**src/rtl/snax_hwpe_regfile_pkg.sv**
```systemverilog
// -----------------------------------------------------------------------------
// snax_hwpe_regfile_pkg
// Shared definitions for the SNAX HWPE peripheral register file:
//   - word-index constants of the register map (byte address >> 2)
//   - job FSM state encoding
//   - STATUS register bit positions
//   - byte-enable merge helper
// -----------------------------------------------------------------------------
package snax_hwpe_regfile_pkg;

  // Register map, expressed as word index (add[7:2])
  localparam logic [5:0] TriggerAddr = 6'd0;
  localparam logic [5:0] StatusAddr  = 6'd1;
  localparam logic [5:0] ClearAddr   = 6'd2;
  localparam logic [5:0] CntAddr     = 6'd3;
  localparam logic [5:0] JobBase     = 6'd16;

  // STATUS layout: busy flag in bit 0, done counter starting at bit 8
  localparam int unsigned StatusBusyBit = 0;
  localparam int unsigned StatusCntLsb  = 8;

  typedef enum logic {
    IDLE    = 1'b0,
    RUNNING = 1'b1
  } job_state_t;

  // Merge wdata into old_val for every byte lane whose enable is set
  function automatic logic [31:0] apply_be(input logic [31:0] old_val,
                                           input logic [31:0] wdata,
                                           input logic [3:0]  be);
    logic [31:0] res;
    res = old_val;
    for (int b = 0; b < 4; b++) begin
      if (be[b]) begin
        res[8*b +: 8] = wdata[8*b +: 8];
      end else begin
        res[8*b +: 8] = old_val[8*b +: 8];
      end
    end
    return res;
  endfunction

endpackage

```
**src/rtl/snax_hwpe_periph_regfile_if.sv**
```systemverilog
// -----------------------------------------------------------------------------
// snax_hwpe_periph_regfile_if
// 32-bit HWPE periph bus: request channel (req/gnt/add/wen/be/data/id) and
// response channel (r_valid/r_data/r_id).
//   master modport : the controller issuing transactions
//   slave modport  : the register file answering them
// wen = 1 means read, wen = 0 means write.
// -----------------------------------------------------------------------------
interface snax_hwpe_periph_regfile_if #(
  parameter int unsigned IdWidth = 5
) ();

  logic               req;
  logic               gnt;
  logic [31:0]        add;
  logic               wen;
  logic [3:0]         be;
  logic [31:0]        data;
  logic [IdWidth-1:0] id;
  logic [31:0]        r_data;
  logic               r_valid;
  logic [IdWidth-1:0] r_id;

  modport master (
    output req, add, wen, be, data, id,
    input  gnt, r_data, r_valid, r_id
  );

  modport slave (
    input  req, add, wen, be, data, id,
    output gnt, r_data, r_valid, r_id
  );

endinterface

```
**src/rtl/snax_hwpe_periph_resp.sv**
```systemverilog
// -----------------------------------------------------------------------------
// snax_hwpe_periph_resp
// Grant / response stage of a periph target. A request is granted only while
// no response is outstanding, so a requester holding req high until r_valid
// is never accepted twice; throughput is one transaction every two cycles.
// An accepted request produces r_valid one cycle later with the captured id
// and data; r_id/r_data are zero whenever r_valid is low.
// Ports:
//   clk_i, rst_ni   clock, asynchronous active-low reset
//   req_i, gnt_o    request valid / combinational grant
//   accept_o        request accepted this cycle (req & gnt)
//   id_i, rdata_i   id and response data captured on accept
//   r_valid_o, r_id_o, r_data_o  registered response
// -----------------------------------------------------------------------------
module snax_hwpe_periph_resp #(
  parameter int unsigned IdWidth = 5
) (
  input  logic               clk_i,
  input  logic               rst_ni,
  input  logic               req_i,
  output logic               gnt_o,
  output logic               accept_o,
  input  logic [IdWidth-1:0] id_i,
  input  logic [31:0]        rdata_i,
  output logic               r_valid_o,
  output logic [IdWidth-1:0] r_id_o,
  output logic [31:0]        r_data_o
);

  logic               r_valid_r;
  logic [IdWidth-1:0] r_id_r;
  logic [31:0]        r_data_r;

  assign gnt_o    = req_i & ~r_valid_r;
  assign accept_o = gnt_o;

  // Response register: loaded on accept, cleared otherwise
  always_ff @(posedge clk_i or negedge rst_ni) begin
    if (!rst_ni) begin
      r_valid_r <= 1'b0;
      r_id_r    <= {IdWidth{1'b0}};
      r_data_r  <= 32'd0;
    end else if (accept_o) begin
      r_valid_r <= 1'b1;
      r_id_r    <= id_i;
      r_data_r  <= rdata_i;
    end else begin
      r_valid_r <= 1'b0;
      r_id_r    <= {IdWidth{1'b0}};
      r_data_r  <= 32'd0;
    end
  end

  assign r_valid_o = r_valid_r;
  assign r_id_o    = r_id_r;
  assign r_data_o  = r_data_r;

endmodule

```
**src/rtl/snax_hwpe_periph_regfile.sv**
```systemverilog
// -----------------------------------------------------------------------------
// snax_hwpe_periph_regfile
// Periph-bus register file of one SNAX HWPE accelerator: TRIGGER, STATUS,
// SOFT_CLEAR, DONE_CNT control registers plus NumJobRegs job registers at
// word index 16+. Issues a one-cycle start pulse to the engine, tracks the
// job with an IDLE/RUNNING FSM, counts completed jobs (saturating) and raises
// a one-cycle completion event.
// Ports:
//   clk_i, rst_ni   clock, asynchronous active-low reset
//   periph          periph bus, slave side
//   cfg_o           job registers flattened, register k at [32k+31:32k]
//   start_o         one-cycle job start pulse
//   done_i          one-cycle job completion pulse from the engine
//   busy_o          job in progress
//   evt_o           one-cycle completion event
// Build option SNAX_HWPE_REGFILE_SHADOW_EN: job registers are double-buffered;
// bus accesses use the shadow copy (writable while RUNNING), cfg_o shows the
// active copy, refreshed from the shadow when the job is started.
// -----------------------------------------------------------------------------
module snax_hwpe_periph_regfile
  import snax_hwpe_regfile_pkg::*;
#(
  parameter int unsigned NumJobRegs = 8,
  parameter int unsigned IdWidth    = 5,
  parameter int unsigned CntWidth   = 8
) (
  input  logic                     clk_i,
  input  logic                     rst_ni,
  snax_hwpe_periph_regfile_if.slave periph,
  output logic [NumJobRegs*32-1:0] cfg_o,
  output logic                     start_o,
  input  logic                     done_i,
  output logic                     busy_o,
  output logic                     evt_o
);

  localparam int unsigned JobIdxW = (NumJobRegs > 1) ? $clog2(NumJobRegs) : 1;
  localparam logic [5:0]  JobEnd  = JobBase + 6'(NumJobRegs);

  logic [5:0]          word_idx_s;
  logic [5:0]          job_off_s;
  logic [JobIdxW-1:0]  job_idx_s;
  logic                job_hit_s;
  logic                accept_s;
  logic                wr_s;
  logic                trig_wr_s;
  logic                clr_wr_s;
  logic                cnt_wr_s;
  logic                job_wr_s;
  logic                done_ev_s;
  logic [31:0]         status_s;
  logic [31:0]         rdata_s;
  logic                unused_s;

  job_state_t          state_r, state_next_s;
  logic [CntWidth-1:0] cnt_r, cnt_next_s;
  logic                start_r, start_next_s;
  logic                evt_r, evt_next_s;

  // ---------------------------------------------------------------------------
  // Grant / response stage
  // ---------------------------------------------------------------------------
  snax_hwpe_periph_resp #(
    .IdWidth (IdWidth)
  ) i_resp (
    .clk_i     (clk_i),
    .rst_ni    (rst_ni),
    .req_i     (periph.req),
    .gnt_o     (periph.gnt),
    .accept_o  (accept_s),
    .id_i      (periph.id),
    .rdata_i   (rdata_s),
    .r_valid_o (periph.r_valid),
    .r_id_o    (periph.r_id),
    .r_data_o  (periph.r_data)
  );

  // ---------------------------------------------------------------------------
  // Address decode
  // ---------------------------------------------------------------------------
  assign word_idx_s = periph.add[7:2];
  assign job_off_s  = word_idx_s - JobBase;
  assign job_idx_s  = job_off_s[JobIdxW-1:0];
  assign job_hit_s  = (word_idx_s >= JobBase) && (word_idx_s < JobEnd);

  assign wr_s      = accept_s & ~periph.wen;
  assign trig_wr_s = wr_s & (word_idx_s == TriggerAddr) & (periph.be != 4'b0000);
  assign clr_wr_s  = wr_s & (word_idx_s == ClearAddr);
  assign cnt_wr_s  = wr_s & (word_idx_s == CntAddr);
  assign job_wr_s  = wr_s & job_hit_s;

  // Address bits outside the word index carry no meaning here
  assign unused_s = ^{periph.add[31:8], periph.add[1:0], job_off_s[5:JobIdxW]};

  // ---------------------------------------------------------------------------
  // Job registers
  // ---------------------------------------------------------------------------
`ifdef SNAX_HWPE_REGFILE_SHADOW_EN
  logic [31:0] shadow_r [NumJobRegs];
  logic [31:0] active_r [NumJobRegs];

  // Shadow takes every bus write; active copy is refreshed on job start
  always_ff @(posedge clk_i or negedge rst_ni) begin
    if (!rst_ni) begin
      for (int k = 0; k < NumJobRegs; k++) begin
        shadow_r[k] <= 32'd0;
        active_r[k] <= 32'd0;
      end
    end else if (clr_wr_s) begin
      for (int k = 0; k < NumJobRegs; k++) begin
        shadow_r[k] <= 32'd0;
        active_r[k] <= 32'd0;
      end
    end else begin
      if (job_wr_s) begin
        shadow_r[job_idx_s] <= apply_be(shadow_r[job_idx_s], periph.data, periph.be);
      end
      if (start_next_s) begin
        active_r <= shadow_r;
      end
    end
  end

  for (genvar k = 0; k < NumJobRegs; k++) begin : g_cfg
    assign cfg_o[32*k +: 32] = active_r[k];
  end
`else
  logic [31:0] job_r [NumJobRegs];

  // Single copy; locked against bus writes while a job runs
  always_ff @(posedge clk_i or negedge rst_ni) begin
    if (!rst_ni) begin
      for (int k = 0; k < NumJobRegs; k++) begin
        job_r[k] <= 32'd0;
      end
    end else if (clr_wr_s) begin
      for (int k = 0; k < NumJobRegs; k++) begin
        job_r[k] <= 32'd0;
      end
    end else if (job_wr_s && (state_r == IDLE)) begin
      job_r[job_idx_s] <= apply_be(job_r[job_idx_s], periph.data, periph.be);
    end
  end

  for (genvar k = 0; k < NumJobRegs; k++) begin : g_cfg
    assign cfg_o[32*k +: 32] = job_r[k];
  end
`endif

  // ---------------------------------------------------------------------------
  // Job FSM and done counter
  // ---------------------------------------------------------------------------

  // Next-state logic; a SOFT_CLEAR write overrides any coinciding done_i
  always_comb begin
    state_next_s = state_r;
    cnt_next_s   = cnt_r;
    start_next_s = 1'b0;
    evt_next_s   = 1'b0;
    done_ev_s    = 1'b0;
    if (clr_wr_s) begin
      state_next_s = IDLE;
      cnt_next_s   = {CntWidth{1'b0}};
    end else begin
      case (state_r)
        IDLE: begin
          if (trig_wr_s) begin
            state_next_s = RUNNING;
            start_next_s = 1'b1;
          end else begin
            state_next_s = IDLE;
          end
        end
        RUNNING: begin
          // A trigger arriving now is ignored, even together with done_i
          if (done_i) begin
            state_next_s = IDLE;
            evt_next_s   = 1'b1;
            done_ev_s    = 1'b1;
          end else begin
            state_next_s = RUNNING;
          end
        end
        default: begin
          state_next_s = IDLE;
        end
      endcase
      // A DONE_CNT write wins over a simultaneous increment
      if (cnt_wr_s) begin
        cnt_next_s = {CntWidth{1'b0}};
      end else if (done_ev_s && (cnt_r != {CntWidth{1'b1}})) begin
        cnt_next_s = cnt_r + {{(CntWidth-1){1'b0}}, 1'b1};
      end else begin
        cnt_next_s = cnt_r;
      end
    end
  end

  // FSM state, counter and pulse outputs
  always_ff @(posedge clk_i or negedge rst_ni) begin
    if (!rst_ni) begin
      state_r <= IDLE;
      cnt_r   <= {CntWidth{1'b0}};
      start_r <= 1'b0;
      evt_r   <= 1'b0;
    end else begin
      state_r <= state_next_s;
      cnt_r   <= cnt_next_s;
      start_r <= start_next_s;
      evt_r   <= evt_next_s;
    end
  end

  assign start_o = start_r;
  assign evt_o   = evt_r;
  assign busy_o  = (state_r == RUNNING);

  // ---------------------------------------------------------------------------
  // Read data mux (sampled by the response stage on accept)
  // ---------------------------------------------------------------------------

  // Register value for the addressed word; writes return zero
  always_comb begin
    status_s                            = 32'd0;
    status_s[StatusBusyBit]             = busy_o;
    status_s[StatusCntLsb +: CntWidth]  = cnt_r;
    rdata_s                             = 32'd0;
    if (periph.wen) begin
      case (word_idx_s)
        StatusAddr: rdata_s = status_s;
        CntAddr:    rdata_s = 32'(cnt_r);
        default: begin
          if (job_hit_s) begin
`ifdef SNAX_HWPE_REGFILE_SHADOW_EN
            rdata_s = shadow_r[job_idx_s];
`else
            rdata_s = job_r[job_idx_s];
`endif
          end else begin
            rdata_s = 32'd0;
          end
        end
      endcase
    end else begin
      rdata_s = 32'd0;
    end
  end

endmodule

```
**src/flat_wrapper.sv**
```systemverilog
// flat-port wrapper written by rule: the top's interface ports become plain ports
module snax_hwpe_periph_regfile_flat import snax_hwpe_regfile_pkg::*;
#(
  parameter int unsigned NumJobRegs = 8,
  parameter int unsigned IdWidth    = 5,
  parameter int unsigned CntWidth   = 8
)
  (clk_i, rst_ni, cfg_o, start_o, done_i, busy_o, evt_o, periph_req, periph_add, periph_wen, periph_be, periph_data, periph_id, periph_gnt, periph_r_data, periph_r_valid, periph_r_id);
  snax_hwpe_periph_regfile_if #(.IdWidth(IdWidth)) periph_i ();
  input  logic clk_i;
  input  logic rst_ni;
  output logic [NumJobRegs*32-1:0] cfg_o;
  output logic start_o;
  input  logic done_i;
  output logic busy_o;
  output logic evt_o;
  input wire logic [$bits(periph_i.req)-1:0] periph_req;
  input wire logic [$bits(periph_i.add)-1:0] periph_add;
  input wire logic [$bits(periph_i.wen)-1:0] periph_wen;
  input wire logic [$bits(periph_i.be)-1:0] periph_be;
  input wire logic [$bits(periph_i.data)-1:0] periph_data;
  input wire logic [$bits(periph_i.id)-1:0] periph_id;
  output wire logic [$bits(periph_i.gnt)-1:0] periph_gnt;
  output wire logic [$bits(periph_i.r_data)-1:0] periph_r_data;
  output wire logic [$bits(periph_i.r_valid)-1:0] periph_r_valid;
  output wire logic [$bits(periph_i.r_id)-1:0] periph_r_id;
  assign periph_i.req = periph_req;
  assign periph_i.add = periph_add;
  assign periph_i.wen = periph_wen;
  assign periph_i.be = periph_be;
  assign periph_i.data = periph_data;
  assign periph_i.id = periph_id;
  assign periph_gnt = periph_i.gnt;
  assign periph_r_data = periph_i.r_data;
  assign periph_r_valid = periph_i.r_valid;
  assign periph_r_id = periph_i.r_id;
  snax_hwpe_periph_regfile #(.NumJobRegs(NumJobRegs), .IdWidth(IdWidth), .CntWidth(CntWidth)) u_core (.clk_i(clk_i), .rst_ni(rst_ni), .periph(periph_i), .cfg_o(cfg_o), .start_o(start_o), .done_i(done_i), .busy_o(busy_o), .evt_o(evt_o));
endmodule
```
**config.mk**
```make
export PLATFORM = sky130hd
export DESIGN_NAME = snax_hwpe_periph_regfile_flat
export DESIGN_NICKNAME = d
export VERILOG_FILES = /design/src/rtl/snax_hwpe_regfile_pkg.sv /design/src/rtl/snax_hwpe_periph_regfile_if.sv /design/src/rtl/snax_hwpe_periph_resp.sv /design/src/rtl/snax_hwpe_periph_regfile.sv /design/src/flat_wrapper.sv
export SDC_FILE = /design/constraint.sdc
export NUM_CORES = 1
export LEC_CHECK = 0
export ABC_CLOCK_PERIOD_IN_PS = 5000
export BUFFER_PORTS_ARGS = -buffer_cell sky130_fd_sc_hd__buf_2
export CORE_UTILIZATION = 56
export CTS_CLUSTER_DIAMETER = 200
export CTS_CLUSTER_SIZE = 30
export DETAILED_ROUTE_END_ITERATION = 16
export MAX_ROUTING_LAYER = met4
export PLACE_DENSITY = 0.82
export SLEW_MARGIN = 15
export SYNTH_ARGS = -nofsm -noshare
export SYNTH_HDL_FRONTEND = slang
export SYNTH_SLANG_ARGS = --single-unit
```
**constraint.sdc**
```tcl
create_clock -name clk_i -period 5 [get_ports clk_i]
set_input_delay 0.25 -clock clk_i [delete_from_list [all_inputs] [get_ports clk_i]]
set_output_delay 0.25 -clock clk_i [all_outputs]
set_load 0.005 [all_outputs]
```
==> summary.md, run 1 <==
| Metric | Value |
|---|---|
| Most frequent cells in the layout | buf_2, dfrtp_1, nand2_1 |
| Grt total ovfl | 0 |
| Vias | 11.05k |
| Peak supply drop | around 0.3 mV |
| Asr flop ratio synth | 1.000 |
| Vias in the first global route | about 11k |
| Most common cell after layout, fill and taps aside | buf_2 |
| Status | completed |
| Gpl congestion | 0.8626 |
| Share of cells above drive strength 1 | 0.3561 |
| Clk slew on worst S/H paths | 0.12 ns |
| Clock Path Buffers | 3 |
| Slew @ Worst Pin | 1.230 ns |
| Die extent in x | 156.3 um |
| MaxCap Viol Count | 0 |
| Finished Cell Area | about 0.016 mm2 |
| Worst-path cell chain | nor4b_2, buf_4, and2_1, nand4b_1, buf_4, o2bb2ai_1 |
| DR pass1 iterations | 5 |
| Synth top area share | 0.5724 |
| WS Path Type | reg2reg |
| Post-synthesis cell area | 0.01333 mm2 |
| Unique masters post-synth | 54 |
| Filler Cells Inserted | 1758 |
| Crit. End Element | register |
| Worst EP arrival | around 3.6 ns |
| CP required | 5.40 ns |
| Top Family by Delay on Critical Path | simple AND/OR/NAND/NOR gates |
| GR Util All Layers | 0.3695 |
| Psw | 0.001125 W |
| DRC | 0 |
| Gate Count Post-Synth | 1103 |
| Core area | 0.02340 mm2 |
| Hold Crit Class | in2reg |
| Synth Flop Type | dfrtp_1 |
| Initial cell density of the core | 0.5697 |
| H-tree depth | 1 |
| Syn avg cell area | 12.09 um2 |
| DP HPWL | 27.83 mm |
| Nets | about 1.5k |
| Die height | between 150 and 200 um |
| Final worst-path cycle share | 0.6342 |
| Setup ws final | around 1.8 ns |
| I/O pin total | 376 |
| Pwr/cell area | ~280 mW/mm2 |
| IO Port Bufs | 349 |
| Hold Violations, Final | 0 |
| Synthesis-to-finish area growth | 18.29% |
| Worst-Skew Late Latency | between 0.5 and 0.6 ns |
| Post-CTS setup buffers | 0 |
| Worst hold slack | about 0.066 ns |
| Initial antenna violation count | 0 |
| Post-route ant nets | 0 |
| Int Power | 0.003291 W |
| Endpoints failing setup | 0 |
| Sequential element share of the synthesized area | 0.5724 |
| Clock Skews | 0.03777 ns |
| Largest net degree at the start of global routing | 142 |
| Share of total power in sequential cells | 0.592 |
| CTS tree | done |
| Leakage power | between 7 and 8 nW |
| Slew Limit Fails | 0 |
| Setup WS pre-CTS | 1.836 ns |
| Minimum clock period | 3.171 ns |
| Initial DRC Count | ~1.1k |
| Vias/cell | roughly 6.4 |
| Crit path max fanout | 17 |
| Max-slew headroom | 0.1759 |
| Yosys top cell by area | dfrtp_1 |
| Comb pwr share | 0.105 |
| YS warnings | 0 |
| Rows | 56 |
| Setup TNS | 0 ns |
| Top cells by area, synth | dfrtp_1, mux4_2, o2bb2ai_1, o21ai_1, nand2_1 |
| Setup crit start kind | register |
| Syn nets | 1182 |
| Flops & latches, synth | 305 |
| FMAX | around 320 MHz |
| Clock Tree Root | clkbuf_16 |
| Most frequent cell on the critical path | buf_4 |
| Post-synth EDFFs | 0 |
| Die Area | between 0.02 and 0.025 mm2 |
| Worst path bufs/invs | 2 |
| Switching Share | 0.2547 |
| Ant diodes | 0 |
| WL/cell | 25.06 um |
| Placed Area | 0.01530 mm2 |
| Clock power share | 0.303 |
| RSZ-0062 raised after global routing | false |
| Num Clock Sinks | 305 |
| CP peak stage delay | between 0.9 and 1 ns |
| WL final | 43.25 mm |
| Worst path slowest cell | nand4b_1 |
| CTS Buf Count | 14 |
| First-pass GRT wire length | 64.96 mm |
==> stage by stage <==
stage | utilization | total power, W | cells
after CTS | 0.6739 | 0.004424 | 1726
final | 0.6739 | 0.004416 | 1726
after detailed placement | 0.6536 | 0.003114 | 1703
after global routing | 0.6739 | 0.004553 | 1726
after floorplan | - | 0.002887 | 1103
after global placement | 0.6536 | 0.003099 | 1703
==> synth_stat cells, drive strengths merged (3+ instances only) <==
master and instances:
dfrtp 305, nand2 205, o21ai 172, o2bb2ai 102
mux4 64, clkbuf 57, mux2i 34, o21a 32
buf 30, nor2 27, and2 8, nand4 6
a21oi 5, nand3 5, nor3b 5, o211ai 5
and4 3, inv 3, nand3b 3, xor2 3
==> cell families (layout without fill, tap and decap cells) <==
family | after synthesis | in the layout | share of synthesized area
adder cells (fa/ha/maj) | 1 | 1 | 0.0009383
buffers and inverters | 90 | 394 | 0.03097
XOR/XNOR | 3 | 3 | 0.001971
AND/OR/NAND/NOR | 281 | 281 | 0.09215
AO/OA/AOI/OAI | 324 | 324 | 0.1661
multiplexers | 99 | 99 | 0.1354
flip-flops | 305 | 305 | 0.5724
==> flip-flops by register name, summed over array words and instances, names as in the netlist <==
| signal | cells |
|---|---|
| u_core.busy_o | 1 |
| u_core.cfg_o | 256 |
| u_core.evt_o | 1 |
| u_core.i_resp.r_valid_o | 1 |
| u_core.i_resp.r_data_o | 32 |
| u_core.cnt_r | 8 |
| u_core.start_o | 1 |
| u_core.i_resp.r_id_o | 5 |
==> layout make-up <==
cell class | instances | area, um2 | share of cell area
Tap cell | 319 | 399.1 | 0.02531
Clock inverter | 1 | 30.03 | 0.001904
Multi-Input combinational cell | 708 | 5336 | 0.3384
Timing Repair Buffer | 375 | 1987 | 0.1260
Clock buffer | 15 | 375.4 | 0.02380
Sequential cell | 305 | 7632 | 0.4839
Inverter | 3 | 11.26 | 0.0007140
==> routing by layer <==
metal | share of wire | track usage | vias to the layer above
li1 | - | - | 4633
met3 | 0.097 | 0.06425 | 157
met1 | 0.39 | 0.4900 | 5506
met5 | 0 | - | -
met4 | 0.053 | 0.1863 | 0
met2 | 0.46 | 0.5538 | 758
==> final timing paths <==
kind	startpoint	end	slack, ns	depth (start not counted)
max	u_core.i_resp.r_valid_o$_DFF_PN0_	u_core.cfg_o[9]$_DFFE_PN0P_	1.83	6
min	periph_req	u_core.i_resp.r_valid_o$_DFF_PN0_	0.07	2
max reg2reg	u_core.i_resp.r_valid_o$_DFF_PN0_	u_core.cfg_o[9]$_DFFE_PN0P_	1.83	6
min reg2reg	u_core.cfg_o[70]$_DFFE_PN0P_	u_core.cfg_o[70]$_DFFE_PN0P_	0.51	2
max in group asynchronous	rst_ni	u_core.cfg_o[209]$_DFFE_PN0P_	3.37	3
min in group asynchronous	rst_ni	u_core.i_resp.r_id_o[4]$_DFF_PN0_	0.36	2
==> timing repair <==
action | 4_1_cts | 5_1_grt
hold buffers | 7 | 0
gates resized for setup | 0 | 0
hold endpoints to repair | 127 | 0
==> power groups by stage <==
stage,combinational (W),clock [W],sequential [W]
2_1_floorplan,0.000238,0,0.00265
3_3_place_gp,0.000444,0,0.00265
3_5_place_dp,0.000457,0,0.00266
4_1_cts,0.000463,0.00135,0.00261
5_1_grt,0.000505,0.00143,0.00262
6_report,0.000463,0.00134,0.00261
Note: power is estimated with default switching activity, not from simulation.
==> inputs of run 2 (changes only) <==
- ABC_CLOCK_PERIOD_IN_PS: 5000 -> 2900
- CORE_UTILIZATION: 56 -> 47
- PLACE_DENSITY: 0.82 -> 0.73
- clock period: 5 -> 2.9 ns (I/O delays scaled with it)
==> summary.md, run 2 (same netlist as run 1, synthesis figures left out) <==
| Metric | Value |
|---|---|
| Vias | 10.88k (was 11.05k) |
| Minimum clock period | 2.208 ns (was 3.171 ns) |
| RSZ-0062 raised after global routing | false (unchanged) |
| Most common cell after layout, fill and taps aside | buf_2 (unchanged) |
| Worst-Skew Late Latency | 0.51 ns (was 0.52 ns) |
| H-tree depth | 1 (unchanged) |
| Peak supply drop | 0.5526 mV (was 0.3063 mV) |
| Num Clock Sinks | 305 (unchanged) |
| Hold Violations, Final | 0 (unchanged) |
| Clock Tree Root | clkbuf_16 (unchanged) |
| Crit. End Element | register (unchanged) |
| CP peak stage delay | 0.45 ns (was 0.99 ns) |
| Initial DRC Count | 963 (was 1059) |
| Grt total ovfl | 0 (unchanged) |
| Setup WS pre-CTS | 0.5060 ns (was 1.836 ns) |
| Resize count post-CTS | 0 (unchanged) |
| CTS Buf Count | 14 (unchanged) |
| Die extent in x | 170.4 um (was 156.3 um) |
| Worst path slowest cell | nand3_2 (was nand4b_1) |
| Die height | 170.4 um (was 156.3 um) |
| Area of the multi-input gates | 0.005336 mm2 (unchanged) |
| Reg2Reg Capture Point | u_core.cfg_o[216]$_DFFE_PN0P_ (was u_core.cfg_o[9]$_DFFE_PN0P_) |
| Final worst-path cycle share | 0.7612 (was 0.6342) |
| Clock Path Buffers | 3 (unchanged) |
| Cts-stage hold buffer count | 8 (was 7) |
| Filler Cells Inserted | 2325 (was 1758) |
| Largest net degree at the start of global routing | 89 (was 142) |
| DR pass1 iterations | 5 (unchanged) |
| Setup TNS | 0 ns (unchanged) |
| Max reg flops | 256 (unchanged) |
| Rows | 61 (was 56) |
| Core area | 0.02786 mm2 (was 0.02340 mm2) |
| Post-CTS setup buffers | 0 (unchanged) |
| Slew Limit Fails | 0 (unchanged) |
| WL/cell | 24.23 um (was 25.06 um) |
| Setup ws final | 0.6925 ns (was 1.829 ns) |
| WL final | 44.00 mm (was 43.25 mm) |
| Reg-to-reg startpoint | u_core.i_resp.r_valid_o$_DFF_PN0_ (unchanged) |
| DP HPWL | 29.58 mm (was 27.83 mm) |
| Crit path max fanout | 19 (was 17) |
| Clk slew on worst S/H paths | 0.11 ns (was 0.12 ns) |
| Most frequent cells in the layout | buf_2, dfrtp_1, nand2_1 (unchanged) |
| Hold Crit Class | in2reg (unchanged) |
| R2R setup slack | 0.69 ns (was 1.83 ns) |
| Initial cell density of the core | 0.4786 (was 0.5697) |
| Worst-path cell chain | nor4b_2, buf_4, nand3_2, buf_12, o21ai_1 (was nor4b_2, buf_4, and2_1, nand4b_1, buf_4, o2bb2ai_1) |
| Post-route ant nets | 0 (unchanged) |
| Max-slew headroom | 0.4632 (was 0.1759) |
| Gpl congestion | 0.8688 (was 0.8626) |
| Nets | 1516 (was 1486) |
| Worst hold slack | 0.06586 ns (was 0.06555 ns) |
| CP required | 3.33 ns (was 5.40 ns) |
| GR Util All Layers | 0.3151 (was 0.3695) |
| Die Area | 0.02904 mm2 (was 0.02443 mm2) |
| Vias/cell | 5.988 (was 6.404) |
| IO Port Bufs | 349 (unchanged) |
| Final core utilization | 0.5809 (was 0.6739) |
| Pwr/cell area | 471.5 mW/mm2 (was 280.0 mW/mm2) |
| FMAX | 453.0 MHz (was 315.4 MHz) |
| MaxCap Viol Count | 0 (unchanged) |
| Hold path startpoint | periph_data[28] (was periph_req) |
| Endpoints failing setup | 0 (unchanged) |
| FF-to-FF path depth | 5 (was 6) |
| Hold Path Depth | 4 (was 2) |
| Leakage power | 7.958 nW (was 7.781 nW) |
| Synthesis-to-finish area growth | 21.38% (was 18.29%) |
| Status | completed (unchanged) |
| Sequential Area | 0.007632 mm2 (unchanged) |
| WS Path Type | reg2reg (unchanged) |
| First-pass GRT wire length | 65.92 mm (was 64.96 mm) |
| CTS tree | done (unchanged) |
| Clock Skews | 0.03483 ns (was 0.03777 ns) |
| Power, Total | 0.007631 W (was 0.004416 W) |
| Vias in the first global route | 10.63k (was 10.90k) |
| Hold worst-path end | u_core.cfg_o[252]$_DFFE_PN0P_ (was u_core.i_resp.r_valid_o$_DFF_PN0_) |
| Initial antenna violation count | 1 (was 0) |
| Share of cells above drive strength 1 | 0.3688 (was 0.3561) |
| I/O pin total | 376 (unchanged) |
| Slew @ Worst Pin | 0.8022 ns (was 1.230 ns) |
| Setup crit start kind | register (unchanged) |
| Worst EP arrival | 2.64 ns (was 3.58 ns) |
| DRC | 0 (unchanged) |
run 2: changes by cell type in the layout (fill, tap and decap cells not counted):
cell,delta
dlygate4sd3_1,+1
buf_12,+7
diode_2,+1
buf_4,+21
buf_16,+1
run 2: area by class of cell:
class	instances	share of cell area
tap	378	0.02923
timing repair buffer	405	0.1435
sequential	305	0.4716
multi-input combinational	708	0.3298
clock buffer	15	0.02319
clock inverter	1	0.001856
antenna	1	0.0001546
inverter	3	0.0006958
run 2: critical path, delay by kind of cell (launching register included):
| kind | cells | cell delay (ns) |
|---|---|---|
| AOI/OAI and AO/OA | 1 | 0.15 |
| and+or+nand+nor | 2 | 0.89 |
| DFF | 1 | 0.41 |
| buffers and inverters | 2 | 0.65 |
run 2: worst max path at each step:
stage               cells past startpoint                             to                               from  slack (ns)
finish                                  5  u_core.cfg_o[216]$_DFFE_PN0P_  u_core.i_resp.r_valid_o$_DFF_PN0_        0.69
floorplan                               5    u_core.cnt_r[6]$_DFFE_PN0P_        u_core.cnt_r[0]$_DFFE_PN0P_        1.31
global placement                        6  u_core.cfg_o[237]$_DFFE_PN0P_                      periph_add[2]        0.50
CTS                                     5  u_core.cfg_o[216]$_DFFE_PN0P_  u_core.i_resp.r_valid_o$_DFF_PN0_        0.76
global route                            5  u_core.cfg_o[216]$_DFFE_PN0P_  u_core.i_resp.r_valid_o$_DFF_PN0_        0.63
detailed placement                      6  u_core.cfg_o[237]$_DFFE_PN0P_                      periph_add[2]        0.51
run 2: where the power goes:
part / leakage, nW / internal, W / switching, W
clock network: 0.196 / 0.000957 / 0.00135
logic: 3.53 / 0.000354 / 0.000468
registers: 4.23 / 0.00438 / 0.000122
run 2: stage by stage:
stage,instances,cell area [um2]
after floorplan,1103,13330
after global placement,1790,15670
after detailed placement,1790,15670
after CTS,1814,16150
after global routing,1816,16180
final,1816,16180
run 2: metal layers:
| metal | wire length (um) | GRT usage |
|---|---|---|
| met1 | 17560 | 0.4210 |
| met2 | 20600 | 0.4711 |
| met3 | 3958 | 0.06512 |
| met4 | 1876 | 0.1300 |
| met5 | 0 | - |
==> inputs of run 3 (changes only) <==
- ABC_CLOCK_PERIOD_IN_PS: 2900 -> 2100
- CORE_UTILIZATION: 47 -> 52
- PLACE_DENSITY: 0.73 -> 0.77
- clock period: 2.9 -> 2.1 ns (I/O delays scaled with it)
==> summary.md, run 3 (same netlist as run 1, synthesis figures left out) <==
| Metric | Value |
|---|---|
| Setup ws final | 0.09694 ns (was 0.6925 ns) |
| DRC | 0 (unchanged) |
| DR pass1 iterations | 5 (unchanged) |
| Worst path slowest cell | dfrtp_1 (was nand3_2) |
| Slew Limit Fails | 0 (unchanged) |
| Final core utilization | 0.6499 (was 0.5809) |
| I/O pin total | 376 (unchanged) |
| Worst path bufs/invs | 2 (unchanged) |
| DP HPWL | 30.58 mm (was 29.58 mm) |
| Vias/cell | 6.299 (was 5.988) |
| Filler Cells Inserted | 1904 (was 2325) |
| CP peak stage delay | 0.44 ns (was 0.45 ns) |
| Nets | 1540 (was 1516) |
| Rows | 58 (was 61) |
| Die Area | 0.02628 mm2 (was 0.02904 mm2) |
| Largest net degree at the start of global routing | 79 (was 89) |
| Setup crit start kind | register (unchanged) |
| Vias in the first global route | 11.09k (was 10.63k) |
| WL final | 44.13 mm (was 44.00 mm) |
| Hold Violations, Final | 0 (unchanged) |
| FMAX | 499.2 MHz (was 453.0 MHz) |
| Crit path max fanout | 16 (was 19) |
| Core area | 0.02518 mm2 (was 0.02786 mm2) |
| CTS Buf Count | 14 (unchanged) |
| Gpl congestion | 0.9196 (was 0.8688) |
| Synthesis-to-finish area growth | 22.75% (was 21.38%) |
| Final worst-path cycle share | 0.9538 (was 0.7612) |
| Worst-Skew Late Latency | 0.51 ns (about the same) |
| Crit. End Element | register (unchanged) |
| Die extent in x | 162.1 um (was 170.4 um) |
| Clock Tree Root | clkbuf_16 (unchanged) |
| Worst EP arrival | 2.43 ns (was 2.64 ns) |
| Die height | 162.1 um (was 170.4 um) |
| Worst-path cell chain | nor4b_4, buf_12, nor3b_4, nand3b_1, buf_4, o2bb2ai_1 (was nor4b_2, buf_4, nand3_2, buf_12, o21ai_1) |
| Grt total ovfl | 0 (unchanged) |
| Clock Path Buffers | 3 (unchanged) |
| Num Clock Sinks | 305 (unchanged) |
| MaxCap Viol Count | 0 (unchanged) |
| Post-route ant nets | 0 (unchanged) |
| Max reg flops | 256 (unchanged) |
| Status | completed (unchanged) |
| Share of cells above drive strength 1 | 0.3799 (was 0.3688) |
| WS Path Type | reg2reg (unchanged) |
| IO Port Bufs | 349 (unchanged) |
| Clk slew on worst S/H paths | 0.12 ns (was 0.11 ns) |
| Minimum clock period | 2.003 ns (was 2.208 ns) |
| Endpoints failing setup | 0 (unchanged) |
| Sequential Area | 0.007632 mm2 (unchanged) |
| CTS tree | done (unchanged) |
| Area of the multi-input gates | 0.005359 mm2 (was 0.005336 mm2) |
| Most common cell after layout, fill and taps aside | buf_2 (unchanged) |
| WL/cell | 24.64 um (was 24.23 um) |
| Initial DRC Count | 1243 (was 963) |
| First-pass GRT wire length | 66.57 mm (was 65.92 mm) |
| Power, Total | 0.01057 W (was 0.007631 W) |
| H-tree depth | 1 (unchanged) |
| Pwr/cell area | 646.1 mW/mm2 (was 471.5 mW/mm2) |
| Max-slew headroom | 0.6383 (was 0.4632) |
| Initial antenna violation count | 0 (was 1) |
| Leakage power | 8.096 nW (was 7.958 nW) |
| Top Family by Delay on Critical Path | simple AND/OR/NAND/NOR gates (unchanged) |
| Setup WS pre-CTS | 0.01396 ns (was 0.5060 ns) |
| Hold Crit Class | in2reg (unchanged) |
| Slew @ Worst Pin | 0.5426 ns (was 0.8022 ns) |
| Post-CTS setup buffers | 0 (unchanged) |
| Worst hold slack | 0.01650 ns (was 0.06586 ns) |
| Peak supply drop | 0.6669 mV (was 0.5526 mV) |
| Setup TNS | 0 ns (unchanged) |
| Ant diodes | 0 (was 1) |
| Initial cell density of the core | 0.5295 (was 0.4786) |
| Vias | 11.28k (was 10.88k) |
| Clock Skews | 0.03359 ns (was 0.03483 ns) |
| Most frequent cells in the layout | buf_2, dfrtp_1, nand2_1 (unchanged) |
| GR Util All Layers | 0.3484 (was 0.3151) |
| CP required | 2.52 ns (was 3.33 ns) |
run 3: changes by cell type in the layout (fill, tap and decap cells not counted):
cell / before / now
o32ai_1: 1 / 0
buf_16: 1 / 0
nor3b_2: 2 / 1
o32ai_2: 0 / 1
buf_4: 41 / 61
buf_12: 8 / 13
nor3b_4: 0 / 1
diode_2: 1 / 0
nor4b_4: 0 / 1
nor4b_2: 1 / 0
run 3: worst register-to-register path: stages (launching register included):
cell and delay [ns]:
dfrtp_1 0.44, nor4b_4 0.33, buf_12 0.19, nor3b_4 0.34
nand3b_1 0.18, buf_4 0.26, o2bb2ai_1 0.19
run 3: timing repair:
action / CTS / global route
hold buffers: 8 / 0
pin swaps: 0 / 0
hold endpoints to repair: 209 / 0
gates resized for setup: 1 / 2
setup endpoints to repair: 36 / 45
run 3: routing by layer:
metal  global-route usage  up-vias  share of wire  routed length (um)
met3              0.05184      145          0.095                4196
met1               0.4679     5688           0.39               17240
li1                     -     4730              -                   -
met4               0.1711        0          0.050                2190
met5                    -        -              0                   0
met2               0.5230      718           0.46               20500
run 3: cell type report:
cell class,count,share of cell area
clock buffer,15,0.02294
clock inverter,1,0.001835
inverter,3,0.0006881
multi-input combinational,708,0.3274
sequential,305,0.4664
tap,330,0.02523
timing repair buffer,429,0.1555
run 3: stage by stage:
stage          std cells  instance area [um2]
3_3_place_gp        1767                15860
6_report            1791                16370
3_5_place_dp        1767                15860
2_1_floorplan       1103                13330
5_1_grt             1791                16370
4_1_cts             1791                16350
run 3: final timing paths:
| path | start | endpoint | slack [ns] | cells after the start |
|---|---|---|---|---|
| max | u_core.i_resp.r_valid_o$_DFF_PN0_ | u_core.cfg_o[186]$_DFFE_PN0P_ | 0.1 | 6 |
| min | periph_data[15] | u_core.cfg_o[239]$_DFFE_PN0P_ | 0.02 | 4 |
| max reg2reg | u_core.i_resp.r_valid_o$_DFF_PN0_ | u_core.cfg_o[186]$_DFFE_PN0P_ | 0.1 | 6 |
| min reg2reg | u_core.cfg_o[71]$_DFFE_PN0P_ | u_core.cfg_o[71]$_DFFE_PN0P_ | 0.52 | 2 |
| max in group asynchronous | rst_ni | u_core.cfg_o[41]$_DFFE_PN0P_ | 1.11 | 3 |
| min in group asynchronous | rst_ni | u_core.i_resp.r_id_o[3]$_DFF_PN0_ | 0.11 | 2 |
run 3: report_power, final:
group	switching, W	internal [W]
Combinational	0.000654	0.000518
Clock	0.00186	0.00132
Sequential	0.000170	0.00605
Total	0.00268	0.00789
